==> src/rtl/mem_bus_arbiter_pkg.sv <==
// Shared constants for the two-port memory bus arbiter:
// FSM state encodings, port identifiers and the default wait limit.
package mem_bus_arbiter_pkg;

    localparam logic [1:0] ST_IDLE  = 2'd0;
    localparam logic [1:0] ST_ISSUE = 2'd1;
    localparam logic [1:0] ST_WAIT  = 2'd2;
    localparam logic [1:0] ST_RESP  = 2'd3;

    localparam logic PORT_I = 1'b0;
    localparam logic PORT_D = 1'b1;

    localparam int DEF_TIMEOUT = 255;

    function automatic int cnt_width(input int t);
        int w;
        w = $clog2(t + 1);
        return (w < 1) ? 1 : w;
    endfunction

endpackage

==> src/rtl/mem_bus_arbiter.sv <==
// Round-robin arbiter sharing one memory command port between an
// instruction-fetch port and a load/store data port, with a wait timeout.
module mem_bus_arbiter
    import mem_bus_arbiter_pkg::*;
#(
    parameter int TIMEOUT = DEF_TIMEOUT
) (
    input  logic        iCLK,
    input  logic        iRST,
    input  logic        iIReq,
    input  logic [31:0] iIAddr,
    output logic        oIDone,
    output logic [31:0] oIRData,
    output logic        oIErr,
    input  logic        iDReq,
    input  logic        iDWe,
    input  logic [3:0]  iDBe,
    input  logic [31:0] iDAddr,
    input  logic [31:0] iDWData,
    output logic        oDDone,
    output logic        oDErr,
    output logic [31:0] oDRData,
    output logic        oMemReq,
    output logic        oMemWe,
    output logic [3:0]  oMemBe,
    output logic [31:0] oMemAddr,
    output logic [31:0] oMemWData,
    input  logic        iMemReady,
    input  logic        iMemValid,
    input  logic [31:0] iMemRData,
    output logic        oBusy
);

    localparam int CW = cnt_width(TIMEOUT);

    logic [1:0]    r_state;
    logic          r_last;
    logic          r_gnt;
    logic          r_we;
    logic [3:0]    r_be;
    logic [31:0]   r_addr;
    logic [31:0]   r_wdata;
    logic [31:0]   r_rdata;
    logic          r_err;
    logic [CW-1:0] r_cnt;

    logic w_any;
    logic w_win;
    logic w_tmo;
    logic w_resp;

    assign w_any = iIReq | iDReq;

    // Contention goes to whichever port did not win the previous grant
    always_comb begin
        w_win = PORT_I;
        if (iIReq && iDReq)
            w_win = ~r_last;
        else if (iDReq)
            w_win = PORT_D;
    end

    assign w_tmo = (TIMEOUT != 0) && (r_cnt == CW'(TIMEOUT));

    always_ff @(posedge iCLK) begin
        if (iRST) begin
            r_state <= ST_IDLE;
            r_last  <= PORT_D;
            r_gnt   <= PORT_I;
            r_we    <= 1'b0;
            r_be    <= 4'h0;
            r_addr  <= '0;
            r_wdata <= '0;
            r_rdata <= '0;
            r_err   <= 1'b0;
            r_cnt   <= '0;
        end else begin
            case (r_state)
                ST_IDLE: begin
                    if (w_any) begin
                        r_gnt   <= w_win;
                        r_last  <= w_win;
                        r_cnt   <= '0;
                        r_state <= ST_ISSUE;
                        if (w_win == PORT_D) begin
                            r_we    <= iDWe;
                            r_be    <= iDBe;
                            r_addr  <= iDAddr;
                            r_wdata <= iDWData;
                        end else begin
                            r_we    <= 1'b0;
                            r_be    <= 4'hF;
                            r_addr  <= iIAddr;
                            r_wdata <= '0;
                        end
                    end
                end
                ST_ISSUE: begin
                    r_cnt <= r_cnt + 1'b1;
                    if (w_tmo) begin
                        r_rdata <= '0;
                        r_err   <= 1'b1;
                        r_state <= ST_RESP;
                    end else if (iMemReady) begin
                        r_state <= ST_WAIT;
                    end
                end
                ST_WAIT: begin
                    r_cnt <= r_cnt + 1'b1;
                    // A completion arriving with the timeout still counts
                    if (iMemValid) begin
                        r_rdata <= r_we ? 32'h0 : iMemRData;
                        r_err   <= 1'b0;
                        r_state <= ST_RESP;
                    end else if (w_tmo) begin
                        r_rdata <= '0;
                        r_err   <= 1'b1;
                        r_state <= ST_RESP;
                    end
                end
                default: begin
                    r_rdata <= '0;
                    r_err   <= 1'b0;
                    r_state <= ST_IDLE;
                end
            endcase
        end
    end

    assign w_resp  = (r_state == ST_RESP);
    assign oBusy   = (r_state != ST_IDLE);

    assign oIDone  = w_resp && (r_gnt == PORT_I);
    assign oIRData = oIDone ? r_rdata : 32'h0;
    assign oIErr   = oIDone & r_err;

    assign oDDone  = w_resp && (r_gnt == PORT_D);
    assign oDRData = oDDone ? r_rdata : 32'h0;
    assign oDErr   = oDDone & r_err;

    assign oMemReq   = (r_state == ST_ISSUE);
    assign oMemWe    = oMemReq & r_we;
    assign oMemBe    = oMemReq ? r_be : 4'h0;
    assign oMemAddr  = oMemReq ? r_addr : 32'h0;
    assign oMemWData = oMemReq ? r_wdata : 32'h0;

endmodule
==> config.mk <==
export PLATFORM = sky130hd
export DESIGN_NAME = mem_bus_arbiter
export DESIGN_NICKNAME = d
export VERILOG_FILES = /design/src/rtl/mem_bus_arbiter_pkg.sv /design/src/rtl/mem_bus_arbiter.sv
export SDC_FILE = /design/constraint.sdc
export NUM_CORES = 1
export LEC_CHECK = 0
export BUFFER_PORTS_ARGS = -buffer_cell sky130_fd_sc_hd__buf_2
export CAP_MARGIN = 20
export CORE_MARGIN = 10
export CORE_UTILIZATION = 35
export DETAILED_ROUTE_END_ITERATION = 10
export REMOVE_ABC_BUFFERS = 1
export SLEW_MARGIN = 20
export SYNTH_ARGS = -nofsm -noshare
export SYNTH_HDL_FRONTEND = slang
export SYNTH_SLANG_ARGS = --single-unit
==> constraint.sdc <==
create_clock -name iCLK -period 2.4 [get_ports iCLK]
set_clock_uncertainty 0.15 [all_clocks]
set_input_delay 0.24 -clock iCLK [delete_from_list [all_inputs] [get_ports iCLK]]
set_output_delay 0.24 -clock iCLK [all_outputs]
set_load 0.05 [all_outputs]
==> metrics.txt, run 1 <==
# TYPE chip_impl_metric gauge
chip_impl_metric{name="power.internal",unit="mW"} 4.97
chip_impl_metric{name="post_drt_via_cell_ratio",unit=""} 4.79
chip_impl_info{name="grt_setup_unrepaired",value="false"} 1
chip_impl_metric{name="initial_utilization",unit="%"} 35.8
chip_impl_metric{name="wire_length_of_the_first_global_routing_pass",unit="mm"} 28.7
chip_impl_metric{name="power_switching",unit="mW"} 2.74
chip_impl_metric{name="power_per_cell_area",unit="mW/mm2"} 933
chip_impl_metric{name="finalSetupViolCount",unit=""} 0
chip_impl_metric{name="netSwitchingFraction",unit="%"} 35.6
chip_impl_metric{name="synthDistinctLibCells",unit=""} 47
chip_impl_info{name="cts_root_buffer",value="sky130_fd_sc_hd__clkbuf_16"} 1
chip_impl_info{name="post_synth_main_area_contributors",value="sky130_fd_sc_hd__dfxtp_1 (42%), sky130_fd_sc_hd__and2_1 (12%), sky130_fd_sc_hd__mux2i_1 (6.1%)"} 1
chip_impl_metric{name="preCtsSetupSlack",unit="ns"} 0.451
chip_impl_metric{name="core.rowCount",unit=""} 45
chip_impl_metric{name="netlist_area_before_placement",unit="mm2"} 0.00544
chip_impl_metric{name="total_iterations_of_the_first_detailed_routing_run",unit=""} 4
chip_impl_metric{name="top_level_ports",unit=""} 278
chip_impl_metric{name="cts-htree-levels",unit=""} 4
chip_impl_metric{name="grt_usage",unit="%"} 17.2
chip_impl_metric{name="power.share.sequential",unit="%"} 31.6
chip_impl_metric{name="path_max_fanout",unit=""} 34
chip_impl_metric{name="maxCapViolations",unit=""} 0
chip_impl_info{name="critical_path_class",value="register to output port"} 1
chip_impl_info{name="worstSetupEndpointType",value="output port"} 1
chip_impl_metric{name="grt_start_max_net_pins",unit=""} 69
chip_impl_metric{name="setup_ws",unit="ns"} 0.151
chip_impl_metric{name="port-buffer-count",unit=""} 277
chip_impl_metric{name="detailroute.via_count",unit=""} 5335
chip_impl_metric{name="post_layout_inst_area",unit="mm2"} 0.00827
chip_impl_metric{name="synthesis.yosys.warnings",unit=""} 0
chip_impl_metric{name="die_area",unit="mm2"} 0.0209
chip_impl_metric{name="post_synth_top_area_share",unit="%"} 42.0
chip_impl_metric{name="tritoncts.num_buffers",unit=""} 17
chip_impl_metric{name="seq_cells_post_synth",unit=""} 114
chip_impl_metric{name="areaGrowthSynthToFinish",unit="%"} 52.0
chip_impl_info{name="tritoncts",value="yes"} 1
chip_impl_metric{name="cts.clk_slew.worst_paths",unit="ns"} 0.05
chip_impl_metric{name="routedWlPerCell",unit="um"} 16.4
chip_impl_metric{name="syn-instance-count",unit=""} 581
chip_impl_metric{name="max-vdd-ir-drop",unit="mV"} 0.513
chip_impl_metric{name="num-nets-final",unit=""} 1057
chip_impl_metric{name="max_slew_margin",unit="%"} 59.7
chip_impl_metric{name="timing.final.max_slew_violations",unit=""} 0
chip_impl_metric{name="fraction_of_power_consumed_by_combinational_cells",unit="%"} 33.0
chip_impl_metric{name="worst_slew_pin_slew",unit="ns"} 0.605
chip_impl_metric{name="clock-sinks",unit=""} 114
chip_impl_metric{name="crit_arrival",unit="ns"} 1.86
chip_impl_metric{name="drive_gt1_share",unit="%"} 38.7
chip_impl_metric{name="leakagePower",unit="nW"} 4.10
chip_impl_metric{name="cp.required",unit="ns"} 2.01
chip_impl_metric{name="synth.yosys.seq_area_share",unit="%"} 42.0
chip_impl_metric{name="drt_iter0_markers",unit=""} 194
chip_impl_info{name="outcome",value="finished clean"} 1
chip_impl_info{name="crit_path_start_kind",value="register"} 1
chip_impl_metric{name="vias_in_the_first_global_route",unit=""} 5536
chip_impl_info{name="synth_top_cell_by_area",value="sky130_fd_sc_hd__dfxtp_1"} 1
chip_impl_metric{name="place_hpwl",unit="mm"} 12.8
chip_impl_metric{name="cts-root-to-sink-buffers",unit=""} 2
chip_impl_metric{name="achievable-frequency",unit="MHz"} 445
chip_impl_metric{name="die_y",unit="um"} 145
chip_impl_metric{name="post_dp_cell_area",unit="mm2"} 0.00689
chip_impl_metric{name="timing.setup.tns",unit="ns"} 0
chip_impl_metric{name="drt_wl_total",unit="mm"} 18.2
chip_impl_metric{name="finalHoldViolCount",unit=""} 0
chip_impl_metric{name="final_util",unit="%"} 54.4
chip_impl_metric{name="core_region_area",unit="mm2"} 0.0152
chip_impl_metric{name="timing.final.crit_share",unit="%"} 93.7
chip_impl_metric{name="clock_latency",unit="ns"} 0.41
chip_impl_metric{name="grt_overflow",unit=""} 0
chip_impl_metric{name="chipWidth",unit="um"} 145
chip_impl_metric{name="synthesis.area_per_instance",unit="um2"} 9.36
chip_impl_metric{name="hold_slack",unit="ns"} 0.0213
chip_impl_metric{name="gpl.final_weighted_congestion",unit=""} 0.813
chip_impl_metric{name="remaining_drc_errors",unit=""} 0
chip_impl_metric{name="antenna_violations_before_repair",unit=""} 0
chip_impl_metric{name="drt.antenna.violating_nets",unit=""} 0
chip_impl_metric{name="period_needed",unit="ns"} 2.25
chip_impl_metric{name="share_of_power_burned_in_the_clock_network",unit="%"} 35.4
chip_impl_info{name="worstHoldPathType",value="input pin to register"} 1
==> metal layers <==
layer	wire, um	up-vias	part of all wire [%]	global-route usage, %
li1	-	2690	-	-
met1	7750	2427	42	20.0
met2	8450	208	46	27.6
met3	1910	10	10	8.27
met4	127	0	0.70	4.47
met5	0	-	0	0
==> layout by cell type (no fill, tap or decap), types with 2 or more instances in the layout <==
cell                            count
sky130_fd_sc_hd__nor4_1             2
sky130_fd_sc_hd__clkbuf_16         17
sky130_fd_sc_hd__clkinv_2           3
sky130_fd_sc_hd__and3_1            33
sky130_fd_sc_hd__nand4_1            2
sky130_fd_sc_hd__a22o_1            32
sky130_fd_sc_hd__clkinvlp_4         2
sky130_fd_sc_hd__buf_6              2
sky130_fd_sc_hd__a22oi_2           10
sky130_fd_sc_hd__nand3_1            3
sky130_fd_sc_hd__buf_4             11
sky130_fd_sc_hd__clkbuf_8           5
sky130_fd_sc_hd__a211oi_2           8
sky130_fd_sc_hd__a21oi_2            2
sky130_fd_sc_hd__nand2_1            6
sky130_fd_sc_hd__inv_1              4
sky130_fd_sc_hd__nor2_1            77
sky130_fd_sc_hd__buf_2            277
sky130_fd_sc_hd__ha_1               5
sky130_fd_sc_hd__nor3_1             7
sky130_fd_sc_hd__dlygate4sd3_1     72
sky130_fd_sc_hd__a211oi_1          24
sky130_fd_sc_hd__a21oi_1            4
sky130_fd_sc_hd__mux2i_1           33
sky130_fd_sc_hd__and2_1           103
sky130_fd_sc_hd__dfxtp_1          114
sky130_fd_sc_hd__xnor2_1            7
sky130_fd_sc_hd__a22oi_1           23
sky130_fd_sc_hd__nand2b_1           2
sky130_fd_sc_hd__nor2_2             7
sky130_fd_sc_hd__bufinv_16          4
==> worst paths after layout <==
kind              depth (start not counted)        start  slack, ns     endpoint
setup / recovery                          5   r_state[1]       0.15        oIErr
hold / removal                            3   iIAddr[10]       0.02   r_addr[10]
setup reg to reg                          7   r_state[0]       0.46   r_rdata[9]
hold reg to reg                           1  r_rdata[12]       0.33  r_rdata[12]
==> cell families after synthesis <==
kind of cell	Yosys count	synth area share [%]
DFF	114	42.0
muxes	33	6.07
xor gates and xnor gates	7	1.13
buffers and inverters	55	6.10
AOI/OAI and AO/OA	112	17.9
and+or+nand+nor	254	25.4
adders and majority gates	6	1.38
==> layout make-up <==
cell class	count	area, um2
inverter	4	15.0
timing repair buffer	363	2230
fill	1450	6940
multi-input combinational	412	2850
antenna	1	2.50
clock inverter	9	150
clock buffer	23	498
sequential	114	2280
tap	188	235
==> worst max-delay path, stage by stage (launching register included) <==
cell and delay [ns]:
sky130_fd_sc_hd__dfxtp_1 0.41, sky130_fd_sc_hd__ha_1 0.20, sky130_fd_sc_hd__nor2b_1 0.16, sky130_fd_sc_hd__buf_6 0.23, sky130_fd_sc_hd__and2_1 0.16, sky130_fd_sc_hd__buf_2 0.27
==> synth_stat cells (all sizes together) <==
cell type	n
dfxtp	114
and2	104
nor2	85
a22oi	33
and3	33
mux2i	33
a211oi	32
a22o	32
buf	28
clkbuf	23
nor3	8
xnor2	7
a21oi	6
ha	6
nand2	6
inv	4
nand3	3
nand2b	2
nand4	2
nor3b	2
nor4	2
o21ai	2
or2	2
a21boi	1
a21o	1
and2b	1
nand4b	1
nor2b	1
nor4b	1
o21a	1
o21bai	1
o221ai	1
o22a	1
o32ai	1
or3	1
==> sequential cells by signal, indices dropped and copies added (netlist names) <==
register and cells:
r_we 1, r_last 1, r_cnt 8, r_err 1, r_addr 32, r_rdata 32
r_be 4, r_wdata 32, r_gnt 1, r_state 2
==> stage by stage <==
stage | total power [mW] | cells
after global placement | 4.93 | 1009
after detailed placement | 4.95 | 1009
after CTS | 7.83 | 1113
final | 7.72 | 1114
after floorplan | 4.15 | 530
after global routing | 8.18 | 1113
==> power by group through the flow <==
stage	combinational [mW]	clock, mW	sequential [mW]
CTS	2.58	2.81	2.44
global placement	2.47	0	2.47
global route	2.80	2.90	2.48
floorplan	1.74	0	2.42
finish	2.54	2.73	2.44
detailed placement	2.48	0	2.47
==> timing repair <==
item | 4_1_cts | 5_1_grt
buffers inserted | 0 | 0
hold buffers | 72 | 0
resized for setup | 0 | 2
endpoints found under the hold margin | 72 | 0
endpoints found under the setup margin | 0 | 3
Power figures use the tool's default switching activity.
==> run 2, diff against run 1 <==
--- a/config.mk
+++ b/config.mk
@@ -12,2 +12,3 @@
 export DETAILED_ROUTE_END_ITERATION = 10
+export MAX_ROUTING_LAYER = met4
 export REMOVE_ABC_BUFFERS = 1
--- a/constraint.sdc
+++ b/constraint.sdc
@@ -4,2 +4,2 @@
 set_output_delay 0.24 -clock iCLK [all_outputs]
-set_load 0.05 [all_outputs]
+set_load 0.02 [all_outputs]
==> run 2 against run 1 <==
Routed wire length down 0.75%; combinational power down 13%; design area down 0.48%; final cell count down 0.36%; flip-flop and latch count unchanged; global-route usage down 0.11 points; clock power down 6%; sequential power about the same.
==> metrics.txt, run 2 (synthesis gave the netlist of run 1 again) <==
# TYPE chip_impl_metric gauge
chip_impl_info{name="outcome",value="finished clean"} 1
chip_impl_metric{name="area.sequential",unit="mm2"} 0.00228
chip_impl_metric{name="finalSetupViolCount",unit=""} 0
chip_impl_metric{name="multiInputGateArea",unit="mm2"} 0.00285
chip_impl_metric{name="remaining_drc_errors",unit=""} 0
chip_impl_metric{name="cts-root-to-sink-buffers",unit=""} 2
chip_impl_metric{name="drt.antenna.violating_nets",unit=""} 0
chip_impl_metric{name="max-vdd-ir-drop",unit="mV"} 0.462
chip_impl_metric{name="grt_usage",unit="%"} 17.1
chip_impl_metric{name="drt_iter0_markers",unit=""} 212
chip_impl_metric{name="power.share.sequential",unit="%"} 33.8
chip_impl_metric{name="power_switching",unit="mW"} 2.42
chip_impl_info{name="crit_path_start_kind",value="register"} 1
chip_impl_metric{name="top_level_ports",unit=""} 278
chip_impl_metric{name="met3_usage",unit="%"} 5.71
chip_impl_metric{name="fraction_of_power_consumed_by_combinational_cells",unit="%"} 30.7
chip_impl_metric{name="period_needed",unit="ns"} 2.16
chip_impl_metric{name="vias_in_the_first_global_route",unit=""} 5396
chip_impl_info{name="reg.largest.list",value="r_addr (32), r_rdata (32), r_wdata (32)"} 1
chip_impl_metric{name="areaGrowthSynthToFinish",unit="%"} 51.3
chip_impl_metric{name="detailroute.via_count",unit=""} 5269
chip_impl_metric{name="clock_latency",unit="ns"} 0.40
chip_impl_metric{name="worst_slew_pin_slew",unit="ns"} 0.536
chip_impl_info{name="final_cell_mix",value="sky130_fd_sc_hd__buf_2 (277), sky130_fd_sc_hd__dfxtp_1 (114), sky130_fd_sc_hd__and2_1 (103)"} 1
chip_impl_metric{name="grt_overflow",unit=""} 0
chip_impl_metric{name="num-nets-final",unit=""} 1053
chip_impl_metric{name="cp.required",unit="ns"} 2.01
chip_impl_metric{name="drive_gt1_share",unit="%"} 38.9
chip_impl_metric{name="worstHoldPathCells",unit=""} 3
chip_impl_metric{name="cts_setup_buffers",unit=""} 0
chip_impl_metric{name="filler_cell_count_in_the_final_layout",unit=""} 1440
chip_impl_metric{name="crit_arrival",unit="ns"} 1.77
chip_impl_metric{name="share_of_power_burned_in_the_clock_network",unit="%"} 35.5
chip_impl_metric{name="core.rowCount",unit=""} 45
chip_impl_info{name="timing.hold.worst_endpoint",value="r_addr[15]"} 1
chip_impl_metric{name="postCtsResizedCells",unit=""} 0
chip_impl_metric{name="antenna_violations_before_repair",unit=""} 1
chip_impl_info{name="cts_root_buffer",value="sky130_fd_sc_hd__clkbuf_16"} 1
chip_impl_info{name="critical_path_class",value="register to output port"} 1
chip_impl_metric{name="chipWidth",unit="um"} 145
chip_impl_metric{name="core_region_area",unit="mm2"} 0.0152
chip_impl_metric{name="grt.met1_usage",unit="%"} 20.5
chip_impl_metric{name="grt_start_max_net_pins",unit=""} 79
chip_impl_info{name="grt_setup_unrepaired",value="false"} 1
chip_impl_metric{name="port-buffer-count",unit=""} 277
chip_impl_metric{name="preCtsSetupSlack",unit="ns"} 0.458
chip_impl_metric{name="achievable-frequency",unit="MHz"} 463
chip_impl_info{name="tritoncts",value="yes"} 1
chip_impl_metric{name="die_area",unit="mm2"} 0.0209
chip_impl_info{name="min-delay-start",value="iIAddr[15]"} 1
chip_impl_info{name="layout.cells.most_common",value="sky130_fd_sc_hd__buf_2"} 1
chip_impl_metric{name="gpl.final_weighted_congestion",unit=""} 0.780
chip_impl_metric{name="report.power.total",unit="mW"} 7.20
chip_impl_metric{name="drt_wl_total",unit="mm"} 18.1
chip_impl_metric{name="maxCapViolations",unit=""} 0
chip_impl_metric{name="wire_length_of_the_first_global_routing_pass",unit="mm"} 27.8
chip_impl_metric{name="timing.final.max_slew_violations",unit=""} 0
chip_impl_metric{name="path_max_fanout",unit=""} 34
chip_impl_metric{name="cts.clk_slew.worst_paths",unit="ns"} 0.05
chip_impl_metric{name="worst_r2r_path_depth",unit=""} 7
chip_impl_metric{name="initial_utilization",unit="%"} 35.8
chip_impl_metric{name="cts-htree-levels",unit=""} 4
chip_impl_info{name="top_usage_layer",value="met2"} 1
chip_impl_metric{name="cts_hold_buffers",unit=""} 69
chip_impl_metric{name="leakagePower",unit="nW"} 4.07
chip_impl_metric{name="post_drt_via_cell_ratio",unit=""} 4.75
chip_impl_info{name="worstHoldPathType",value="input pin to register"} 1
chip_impl_metric{name="grtUsageMet2",unit="%"} 26.5
chip_impl_metric{name="max_slew_margin",unit="%"} 64.2
chip_impl_metric{name="tritoncts.num_buffers",unit=""} 17
chip_impl_metric{name="die_y",unit="um"} 145
chip_impl_metric{name="timing.reg2reg.setup_slack",unit="ns"} 0.49
chip_impl_metric{name="clock-sinks",unit=""} 114
chip_impl_info{name="worst_r2r_startpoint",value="r_state[0]"} 1
chip_impl_metric{name="timing.final.crit_share",unit="%"} 90.0
chip_impl_metric{name="netSwitchingFraction",unit="%"} 33.6
chip_impl_metric{name="place_hpwl",unit="mm"} 12.6
chip_impl_info{name="r2r_end",value="r_cnt[4]"} 1
chip_impl_metric{name="power.internal",unit="mW"} 4.78
chip_impl_metric{name="power_per_cell_area",unit="mW/mm2"} 875
chip_impl_metric{name="finalHoldViolCount",unit=""} 0
chip_impl_metric{name="total_iterations_of_the_first_detailed_routing_run",unit=""} 4
chip_impl_metric{name="routedWlPerCell",unit="um"} 16.3
chip_impl_metric{name="setup_ws",unit="ns"} 0.239
chip_impl_info{name="worstSetupEndpointType",value="output port"} 1
## run 2: cell types whose count changed in the layout (fill, tap and decap cells not counted), sizes merged
cell | before | now
dlygate4sd3 | 72 | 69
buf | 291 | 290
clkinv | 3 | 8
clkbuf | 23 | 18
clkinvlp | 2 | 3
bufinv | 4 | 3
## run 2: through the flow
step	instances	hold slack, ns	instance area (um2)	TNS [ns]	util, %
final	1110	0.0199	8230	0	54.1
after global routing	1110	0.0152	8230	0	54.1
after CTS	1109	0.000218	8220	0	54.1
after detailed placement	1008	0.312	6930	0	45.6
after global placement	1008	0.305	6930	0	45.6
after floorplan	530	0.155	5120	-59.16	-
## run 2: worst max path at each step
stage,start,end,slack (ns),cells past startpoint
2_1_floorplan,r_state[0],r_rdata[0],-0.68,5
3_3_place_gp,r_state[0],r_cnt[7],0.51,7
3_5_place_dp,r_state[0],r_cnt[7],0.46,7
4_1_cts,r_state[1],oIRData[30],0.21,5
5_1_grt,r_state[1],oIRData[11],0.05,5
6_report,r_state[1],oIRData[24],0.24,5
## run 2: cell type report
cell class / count / share of cell area, %
Antenna cell: 1 / 0.0304
Clock buffer: 18 / 5.34
Timing Repair Buffer: 359 / 27.2
Clock inverter: 14 / 1.99
Sequential cell: 114 / 27.7
Multi-Input combinational cell: 412 / 34.7
Inverter: 4 / 0.183
Tap cell: 188 / 2.86
## run 2: routing by layer
metal	part of all wire, %	wire length, um	vias up
met5	0	0	-
met4	1.1	194	0
met3	8.5	1540	15
met2	45	8200	216
met1	45	8160	2360
li1	-	-	2678
## run 2: power groups by stage
stage / Combinational, mW / Sequential (mW) / Clock [mW]
4_1_cts: 2.25 / 2.43 / 2.62
6_report: 2.21 / 2.43 / 2.56
3_3_place_gp: 2.15 / 2.45 / 0
3_5_place_dp: 2.15 / 2.47 / 0
5_1_grt: 2.45 / 2.48 / 2.70
2_1_floorplan: 1.37 / 2.42 / 0
## run 2: critical path, cell delays in order, from the launching register on
cell	delay [ns]
sky130_fd_sc_hd__dfxtp_1	0.39
sky130_fd_sc_hd__ha_1	0.20
sky130_fd_sc_hd__nor2b_1	0.13
sky130_fd_sc_hd__buf_4	0.28
sky130_fd_sc_hd__and2_1	0.18
sky130_fd_sc_hd__buf_2	0.17
